**src/rtl/spi_slave.sv**
```systemverilog
// SPI mode-0 target (CPOL=0, CPHA=0), MSB first, WIDTH-bit frames.
// sclk, cs_n and mosi are synchronised into the clk domain and edge-detected.
// A one-word holding register feeds the tx shifter; received words are
// delivered on rx_data with a one-cycle rx_valid pulse.
module spi_slave #(
  parameter int WIDTH       = 8,
  parameter int SYNC_STAGES = 2
) (
  input  logic             clk,
  input  logic             rst,
  input  logic             sclk,
  input  logic             cs_n,
  input  logic             mosi,
  output logic             miso,
  input  logic [WIDTH-1:0] tx_data,
  input  logic             tx_load,
  output logic             tx_ready,
  output logic [WIDTH-1:0] rx_data,
  output logic             rx_valid,
  output logic             busy,
  output logic             overrun,
  output logic             frame_err
);

  localparam int CNT_W = $clog2(WIDTH);
  localparam logic [CNT_W-1:0] LAST_BIT = CNT_W'(WIDTH - 1);

  typedef enum logic {IDLE, SHIFT} state_t;

  logic [SYNC_STAGES-1:0] sclk_sync_q, cs_sync_q, mosi_sync_q;
  logic                   sclk_prev_q, cs_prev_q;
  logic                   sclk_s, cs_s, mosi_s;
  logic                   sclk_rise, sclk_fall, cs_fall, cs_rise;

  state_t                 state_q;
  logic [WIDTH-1:0]       hold_q, tx_shift_q, rx_shift_q, rx_data_q;
  logic [CNT_W-1:0]       bit_cnt_q;
  logic                   reload_q, miso_q, rx_valid_q, busy_q, frame_err_q;
  logic                   tx_ready_q, overrun_q;
  logic                   tx_consume;

  // Input synchronisers plus one extra registered copy for edge detection.
  // cs_n resets to its idle (high) level so reset release never looks like
  // a chip-select edge.
  always_ff @(posedge clk or posedge rst) begin
    if (rst) begin
      sclk_sync_q <= '0;
      cs_sync_q   <= '1;
      mosi_sync_q <= '0;
      sclk_prev_q <= 1'b0;
      cs_prev_q   <= 1'b1;
    end else begin
      sclk_sync_q <= {sclk_sync_q[SYNC_STAGES-2:0], sclk};
      cs_sync_q   <= {cs_sync_q[SYNC_STAGES-2:0], cs_n};
      mosi_sync_q <= {mosi_sync_q[SYNC_STAGES-2:0], mosi};
      sclk_prev_q <= sclk_s;
      cs_prev_q   <= cs_s;
    end
  end

  assign sclk_s    = sclk_sync_q[SYNC_STAGES-1];
  assign cs_s      = cs_sync_q[SYNC_STAGES-1];
  assign mosi_s    = mosi_sync_q[SYNC_STAGES-1];
  assign sclk_rise =  sclk_s & ~sclk_prev_q;
  assign sclk_fall = ~sclk_s &  sclk_prev_q;
  assign cs_fall   = ~cs_s   &  cs_prev_q;
  assign cs_rise   =  cs_s   & ~cs_prev_q;

  // The holding register is consumed at frame start, and again on the first
  // sclk falling edge after a completed word when the frame continues. That
  // late reload lets software refill the word after seeing rx_valid.
  assign tx_consume = ((state_q == IDLE) && cs_fall) ||
                      ((state_q == SHIFT) && !cs_rise && sclk_fall && reload_q);

  // Transmit holding register: load handshake, consumption and overrun flag.
  always_ff @(posedge clk or posedge rst) begin
    if (rst) begin
      hold_q     <= '0;
      tx_ready_q <= 1'b1;
      overrun_q  <= 1'b0;
    end else begin
      if (tx_consume) begin
        hold_q     <= '0;
        tx_ready_q <= 1'b1;
      end
      if (tx_load) begin
        if (tx_ready_q || tx_consume) begin
          hold_q     <= tx_data;
          tx_ready_q <= 1'b0;
        end else begin
          overrun_q  <= 1'b1;
        end
      end
    end
  end

  // Frame state machine: shifts rx on sclk rise, tx on sclk fall, and
  // closes the frame on cs rise (which wins over any coincident sclk edge).
  always_ff @(posedge clk or posedge rst) begin
    if (rst) begin
      state_q     <= IDLE;
      tx_shift_q  <= '0;
      rx_shift_q  <= '0;
      rx_data_q   <= '0;
      bit_cnt_q   <= '0;
      reload_q    <= 1'b0;
      miso_q      <= 1'b0;
      rx_valid_q  <= 1'b0;
      busy_q      <= 1'b0;
      frame_err_q <= 1'b0;
    end else begin
      rx_valid_q  <= 1'b0;
      frame_err_q <= 1'b0;
      case (state_q)
        IDLE: begin
          busy_q <= 1'b0;
          miso_q <= 1'b0;
          if (cs_fall) begin
            tx_shift_q <= hold_q;
            miso_q     <= hold_q[WIDTH-1];
            bit_cnt_q  <= '0;
            reload_q   <= 1'b0;
            busy_q     <= 1'b1;
            state_q    <= SHIFT;
          end
        end
        SHIFT: begin
          if (cs_rise) begin
            state_q   <= IDLE;
            busy_q    <= 1'b0;
            miso_q    <= 1'b0;
            reload_q  <= 1'b0;
            bit_cnt_q <= '0;
            if (bit_cnt_q != '0) frame_err_q <= 1'b1;
          end else begin
            if (sclk_rise) begin
              rx_shift_q <= {rx_shift_q[WIDTH-2:0], mosi_s};
              if (bit_cnt_q == LAST_BIT) begin
                rx_data_q  <= {rx_shift_q[WIDTH-2:0], mosi_s};
                rx_valid_q <= 1'b1;
                bit_cnt_q  <= '0;
                reload_q   <= 1'b1;
              end else begin
                bit_cnt_q  <= bit_cnt_q + 1'b1;
              end
            end
            if (sclk_fall) begin
              if (reload_q) begin
                tx_shift_q <= hold_q;
                miso_q     <= hold_q[WIDTH-1];
                reload_q   <= 1'b0;
              end else begin
                tx_shift_q <= {tx_shift_q[WIDTH-2:0], 1'b0};
                miso_q     <= tx_shift_q[WIDTH-2];
              end
            end
          end
        end
        default: state_q <= IDLE;
      endcase
    end
  end

  assign miso      = miso_q;
  assign tx_ready  = tx_ready_q;
  assign rx_data   = rx_data_q;
  assign rx_valid  = rx_valid_q;
  assign busy      = busy_q;
  assign overrun   = overrun_q;
  assign frame_err = frame_err_q;

endmodule

```
**config.mk**
```make
export PLATFORM = sky130hd
export DESIGN_NAME = spi_slave
export DESIGN_NICKNAME = d
export VERILOG_FILES = /design/src/rtl/spi_slave.sv
export SDC_FILE = /design/constraint.sdc
export NUM_CORES = 1
export LEC_CHECK = 0
export CAP_MARGIN = 0
export CORE_ASPECT_RATIO = 0.9
export CORE_UTILIZATION = 40
export CTS_BUF_LIST = sky130_fd_sc_hd__clkbuf_8
export CTS_CLUSTER_DIAMETER = 50
export DETAILED_ROUTE_END_ITERATION = 8
export HOLD_SLACK_MARGIN = 0.05
export PLACE_DENSITY = 0.63
export REMOVE_ABC_BUFFERS = 1
export SYNTH_ARGS = -nofsm -noshare
export SYNTH_HDL_FRONTEND = slang
export SYNTH_SLANG_ARGS = --single-unit
```
**constraint.sdc**
```tcl
create_clock -name clk -period 2.8 [get_ports clk]
set_input_delay 0.56 -clock clk [delete_from_list [all_inputs] [get_ports clk]]
set_output_delay 0.56 -clock clk [all_outputs]
set_load 0.05 [all_outputs]
```
==> results.json, run 1 <==
{
  "status": "completed",
  "drc": 0,
  "postSynthAreaPerCell_um2": 12.8,
  "peakVddDrop_v": 0.000349,
  "ios": 28,
  "syn-cell-area_um2": 2030,
  "hpwl_um": 2650,
  "crit_buf_inv": 1,
  "max_slew_margin": 0.650,
  "grt_max_degree": 28,
  "routedWlPerCell_um": 14.2,
  "slowest_stage": "clkdlybuf4s50_1",
  "grt_pass1_vias": 1314,
  "core_um2": 4860,
  "wirelength_um": 3630,
  "track_usage": 0.150,
  "cp.required_ns": 2.24,
  "crit_chain": "clkdlybuf4s50_1",
  "tightest_slew_ns": 0.523,
  "fp.dieW_um": 77.0,
  "cp_max_fo": 3,
  "rr_endpoint": "tx_shift_q[4]",
  "rsz0062_at_grt": "false",
  "finalNetCount": 206,
  "p_total_mw": 1.55,
  "whs_path_depth": 0,
  "ys_ff_latch": 49,
  "cts_buffer_depth": 2,
  "synth_top_area_share": 0.556,
  "ys.flop_type": "dfrtp_1",
  "leakagePower_nw": 1.15,
  "worst_r2r_startpoint": "state_q",
  "synth_edf_count": 0,
  "firstDrtPassIters": 4,
  "finClkSkew_ns": 0.0123,
  "cts_sinks": 49,
  "placed_area_um2": 2370,
  "synthArstFlopShare": 1.00,
  "p_per_area_nw_per_um2": 628,
  "cts_tree": "done",
  "post_cts.repair.setup_buffers": 0,
  "rows": 24,
  "n_fill_cell": 429,
  "cp_slowest_stage_delay_ns": 0.80,
  "slew_violations": 0,
  "crit_path_end_kind": "primary output",
  "die_y_um": 69.5,
  "setup_tns_ns": 0,
  "start_kind": "flip-flop",
  "clk_pin_slew_ns": 0.09,
  "syn_inst": 158,
  "drt_iter0_markers": 49,
  "final_layout_size_suffix_gt1_frac": 0.211,
  "worstSetupPathType": "reg -> out",
  "reg2reg_setup_slack_ns": 0.85,
  "grt_first_pass_wirelength_um": 6210,
  "crit_family": "buffers and inverters",
  "worstRegToRegCells": 4,
  "cts-root-buf": "clkbuf_8",
  "synthTopCellsByArea": "dfrtp_1, mux2_2, dfstp_2, nand2_1, a32o_1",
  "globalplace.congestion": 0.763,
  "min_period_ns": 2.22,
  "area_growth_pct": 21.4,
  "worstHoldStart": "sclk_sync_q[0]",
  "num_vias": 1304,
  "ys_seq_area_frac": 0.607,
  "min_path_type": "reg -> reg",
  "hold-path-endpoint": "sclk_sync_q[1]",
  "cts_resized": 0,
  "initial_utilization": 0.417,
  "grt_antenna_before_repair": 0,
  "utilization": 0.506,
  "vias_per_cell": 5.11,
  "fin_crit_sh": 0.794,
  "synth_cell_types": 36,
  "cp_data_arrival_time_ns": 1.66,
  "setup_viol": 0,
  "htree_levels": 2,
  "overflow": 0,
  "cts_made_buffers": 5,
  "io_buffers": 27,
  "postCtsHoldBufs": 0,
  "clk_latency_ns": 0.30,
  "holdWs_ns": 0.355,
  "max_cap_violations": 0,
  "yosysTopAreaCell": "dfrtp_1",
  "postRouteAntennaNets": 0,
  "die-area_um2": 5360,
  "stdcell_area_um2": 2460,
  "finalHoldViolations": 0,
  "diodes": 0,
  "max_freq_ghz": 0.450,
  "yosysWarnings": 0
}
-- sequential cells by signal (all words and copies together) (netlist names) --
name	count
rx_shift_q	7
reload_q	1
cs_sync_q	2
frame_err	1
tx_ready	1
busy	1
tx_shift_q	7
rx_data	8
rx_valid	1
overrun	1
mosi_sync_q	2
miso	1
hold_q	8
cs_prev_q	1
state_q	1
sclk_prev_q	1
sclk_sync_q	2
bit_cnt_q	3
-- synth_stat cells (2+ instances only) --
cell      count
a21oi_1       6
a22o_1        2
a32o_1        8
and2_1        2
buf_2         2
dfrtp_1      45
dfstp_2       4
ha_1          3
inv_1         7
mux2_2       21
nand2_1      25
nand2b_1      2
nor2_1        2
nor2b_1       6
nor3_1        2
-- worst max-delay path by stage --
| stage | endpoint | start | depth (start not counted) | slack, ns |
|---|---|---|---|---|
| after floorplan | bit_cnt_q[0] | rst | 1 | 1.07 |
| after global placement | hold_q[6] | tx_load | 3 | 0.89 |
| after detailed placement | hold_q[6] | tx_load | 3 | 0.81 |
| after CTS | tx_ready | tx_ready | 1 | 0.57 |
| after global routing | tx_ready | tx_ready | 1 | 0.55 |
| final | tx_ready | tx_ready | 1 | 0.58 |
-- where the power goes --
part	total, mW	switching [mW]	internal, mW
sequential	0.883	0.0679	0.815
clock	0.410	0.236	0.175
combinational	0.252	0.118	0.134
-- layout make-up --
type / instances / area (um^2) / share of cell area
well taps: 65 / 81.3 / 0.0331
clock inverters: 3 / 17.5 / 0.00712
clock buffers: 5 / 68.8 / 0.0280
inverters: 8 / 30.0 / 0.0122
multi-input cells: 97 / 741 / 0.301
repair buffers: 28 / 290 / 0.118
flip-flops and latches: 49 / 1230 / 0.501
-- kinds of logic after synthesis --
group | share of synthesized area
buf+inv | 0.0272
compound gates | 0.114
fa+ha+maj | 0.0185
flops | 0.607
simple gates | 0.116
mux | 0.117
-- per-stage QoR --
stage | cells | worst slack (ns)
after floorplan | 154 | 1.07
after global placement | 247 | 0.894
after detailed placement | 247 | 0.814
after CTS | 255 | 0.566
after global routing | 255 | 0.550
final | 255 | 0.577
-- cell usage in the layout (no fill, tap or decap), types with 2 or more instances in the layout --
cell and instances:
a32o_1 8, dfstp_2 4, and2_1 2, clkdlybuf4s50_1 27, nor2_1 2, dfrtp_1 45
nand2_1 25, clkbuf_8 5, nor2b_1 6, a22o_1 2, nor3_1 2, ha_1 3
a21oi_1 6, mux2_2 21, inv_1 7, nand2b_1 2
-- metal layers --
layer	vias up	part of all wire	track usage
met3	7	0.027	0.0355
met1	665	0.46	0.194
li1	614	-	-
met5	-	0	0
met4	0	0.019	0.0692
met2	18	0.49	0.241
No activity file was read; power rests on OpenSTA's default activity.
==> run 2: changes to the inputs <==
Clock period 2.8 ns to 2.3 ns, I/O delays scaled along.
==> results.json, run 2 (synthesis gave the netlist of run 1 again) <==
{
  "cp_data_arrival_time_ns": 1.67,
  "crit_chain": "clkdlybuf4s50_1",
  "cts_sinks": 49,
  "grt_antenna_before_repair": 0,
  "crit_buf_inv": 1,
  "hpwl_um": 2740,
  "core_um2": 4860,
  "vias_per_cell": 5.00,
  "drc": 0,
  "min_path_type": "reg -> reg",
  "overflow": 0,
  "wirelength_um": 3620,
  "placed_area_um2": 2400,
  "grt_max_degree": 23,
  "setup_viol": 0,
  "finalHoldViolations": 0,
  "max_freq_ghz": 0.471,
  "setup_tns_ns": 0,
  "stdcell_count": 258,
  "tightest_slew_ns": 0.550,
  "final_common_cell": "dfrtp_1",
  "reg2reg_setup_slack_ns": 0.40,
  "cts-root-buf": "clkbuf_8",
  "fp.dieW_um": 77.0,
  "n_fill_cell": 431,
  "leakagePower_nw": 1.17,
  "globalplace.congestion": 0.924,
  "holdWs_ns": 0.353,
  "postRouteAntennaNets": 0,
  "p_total_mw": 1.93,
  "final_layout_size_suffix_gt1_frac": 0.228,
  "stdcell_area_um2": 2500,
  "routedWlPerCell_um": 14.0,
  "cts_resized": 0,
  "diodes": 0,
  "finalNetCount": 209,
  "area_growth_pct": 23.2,
  "htree_levels": 2,
  "cts_buffer_depth": 2,
  "cp_max_fo": 3,
  "dp.cells": 250,
  "ios": 28,
  "num_vias": 1291,
  "cts_made_buffers": 5,
  "die_y_um": 69.5,
  "worstSetupPathType": "reg -> out",
  "drt_iter0_markers": 82,
  "finClkSkew_ns": 0.00702,
  "grt_pass1_vias": 1350,
  "final_cell_mix": "dfrtp_1, clkdlybuf4s50_1, nand2_1",
  "cp.required_ns": 1.84,
  "rsz0062_at_grt": "false",
  "peakVddDrop_v": 0.000312,
  "clk_pin_slew_ns": 0.09,
  "slew_violations": 0,
  "cp_slowest_stage_delay_ns": 0.80,
  "crit_family": "buffers and inverters",
  "io_buffers": 27,
  "status": "completed",
  "post_cts.repair.setup_buffers": 0,
  "postCtsHoldBufs": 0,
  "grt_first_pass_wirelength_um": 6410,
  "max_cap_violations": 0,
  "rows": 24,
  "clk_latency_ns": 0.30,
  "firstDrtPassIters": 4,
  "track_usage": 0.158,
  "crit_path_end_kind": "primary output",
  "slowest_stage": "clkdlybuf4s50_1",
  "max_slew_margin": 0.633,
  "start_kind": "flip-flop",
  "die-area_um2": 5360,
  "min_period_ns": 2.13,
  "p_per_area_nw_per_um2": 773,
  "initial_utilization": 0.417,
  "cts_tree": "done",
  "fin_crit_sh": 0.924
}
==> run 2: layout make-up <==
class	instances	area [um^2]	area share
Inverter	8	30.0	0.0120
Clock buffer	7	96.3	0.0386
Timing Repair Buffer	31	313	0.125
Sequential cell	49	1230	0.493
Clock inverter	1	5.00	0.00200
Tap cell	65	81.3	0.0326
Multi-Input combinational cell	97	741	0.297
==> run 2: power by group <==
| group | total [mW] | internal, mW | switching (mW) |
|---|---|---|---|
| registers | 1.08 | 0.992 | 0.0834 |
| logic | 0.308 | 0.167 | 0.141 |
| clock network | 0.546 | 0.272 | 0.274 |
==> run 2: metal layers <==
metal,GRT usage,part of all wire,wire (um)
met3,0.0474,0.028,100
met1,0.198,0.46,1670
met5,0,0,0
met4,0.0692,0.019,68
met2,0.253,0.49,1780
==> run 2: stage by stage <==
stage / utilization / setup slack [ns]
after global placement: 0.493 / 0.492
after floorplan: - / 0.584
after CTS: 0.513 / 0.156
after detailed placement: 0.493 / 0.348
final: 0.513 / 0.175
after global routing: 0.513 / 0.132
==> run 2: final timing paths <==
kind,start,endpoint,cells past startpoint
min reg2reg,sclk_sync_q[0],sclk_sync_q[1],0
max,tx_ready,tx_ready,1
max in group asynchronous,rst,tx_ready,3
max reg2reg,cs_sync_q[1],hold_q[7],4
min,sclk_sync_q[0],sclk_sync_q[1],0
min in group asynchronous,rst,state_q,2
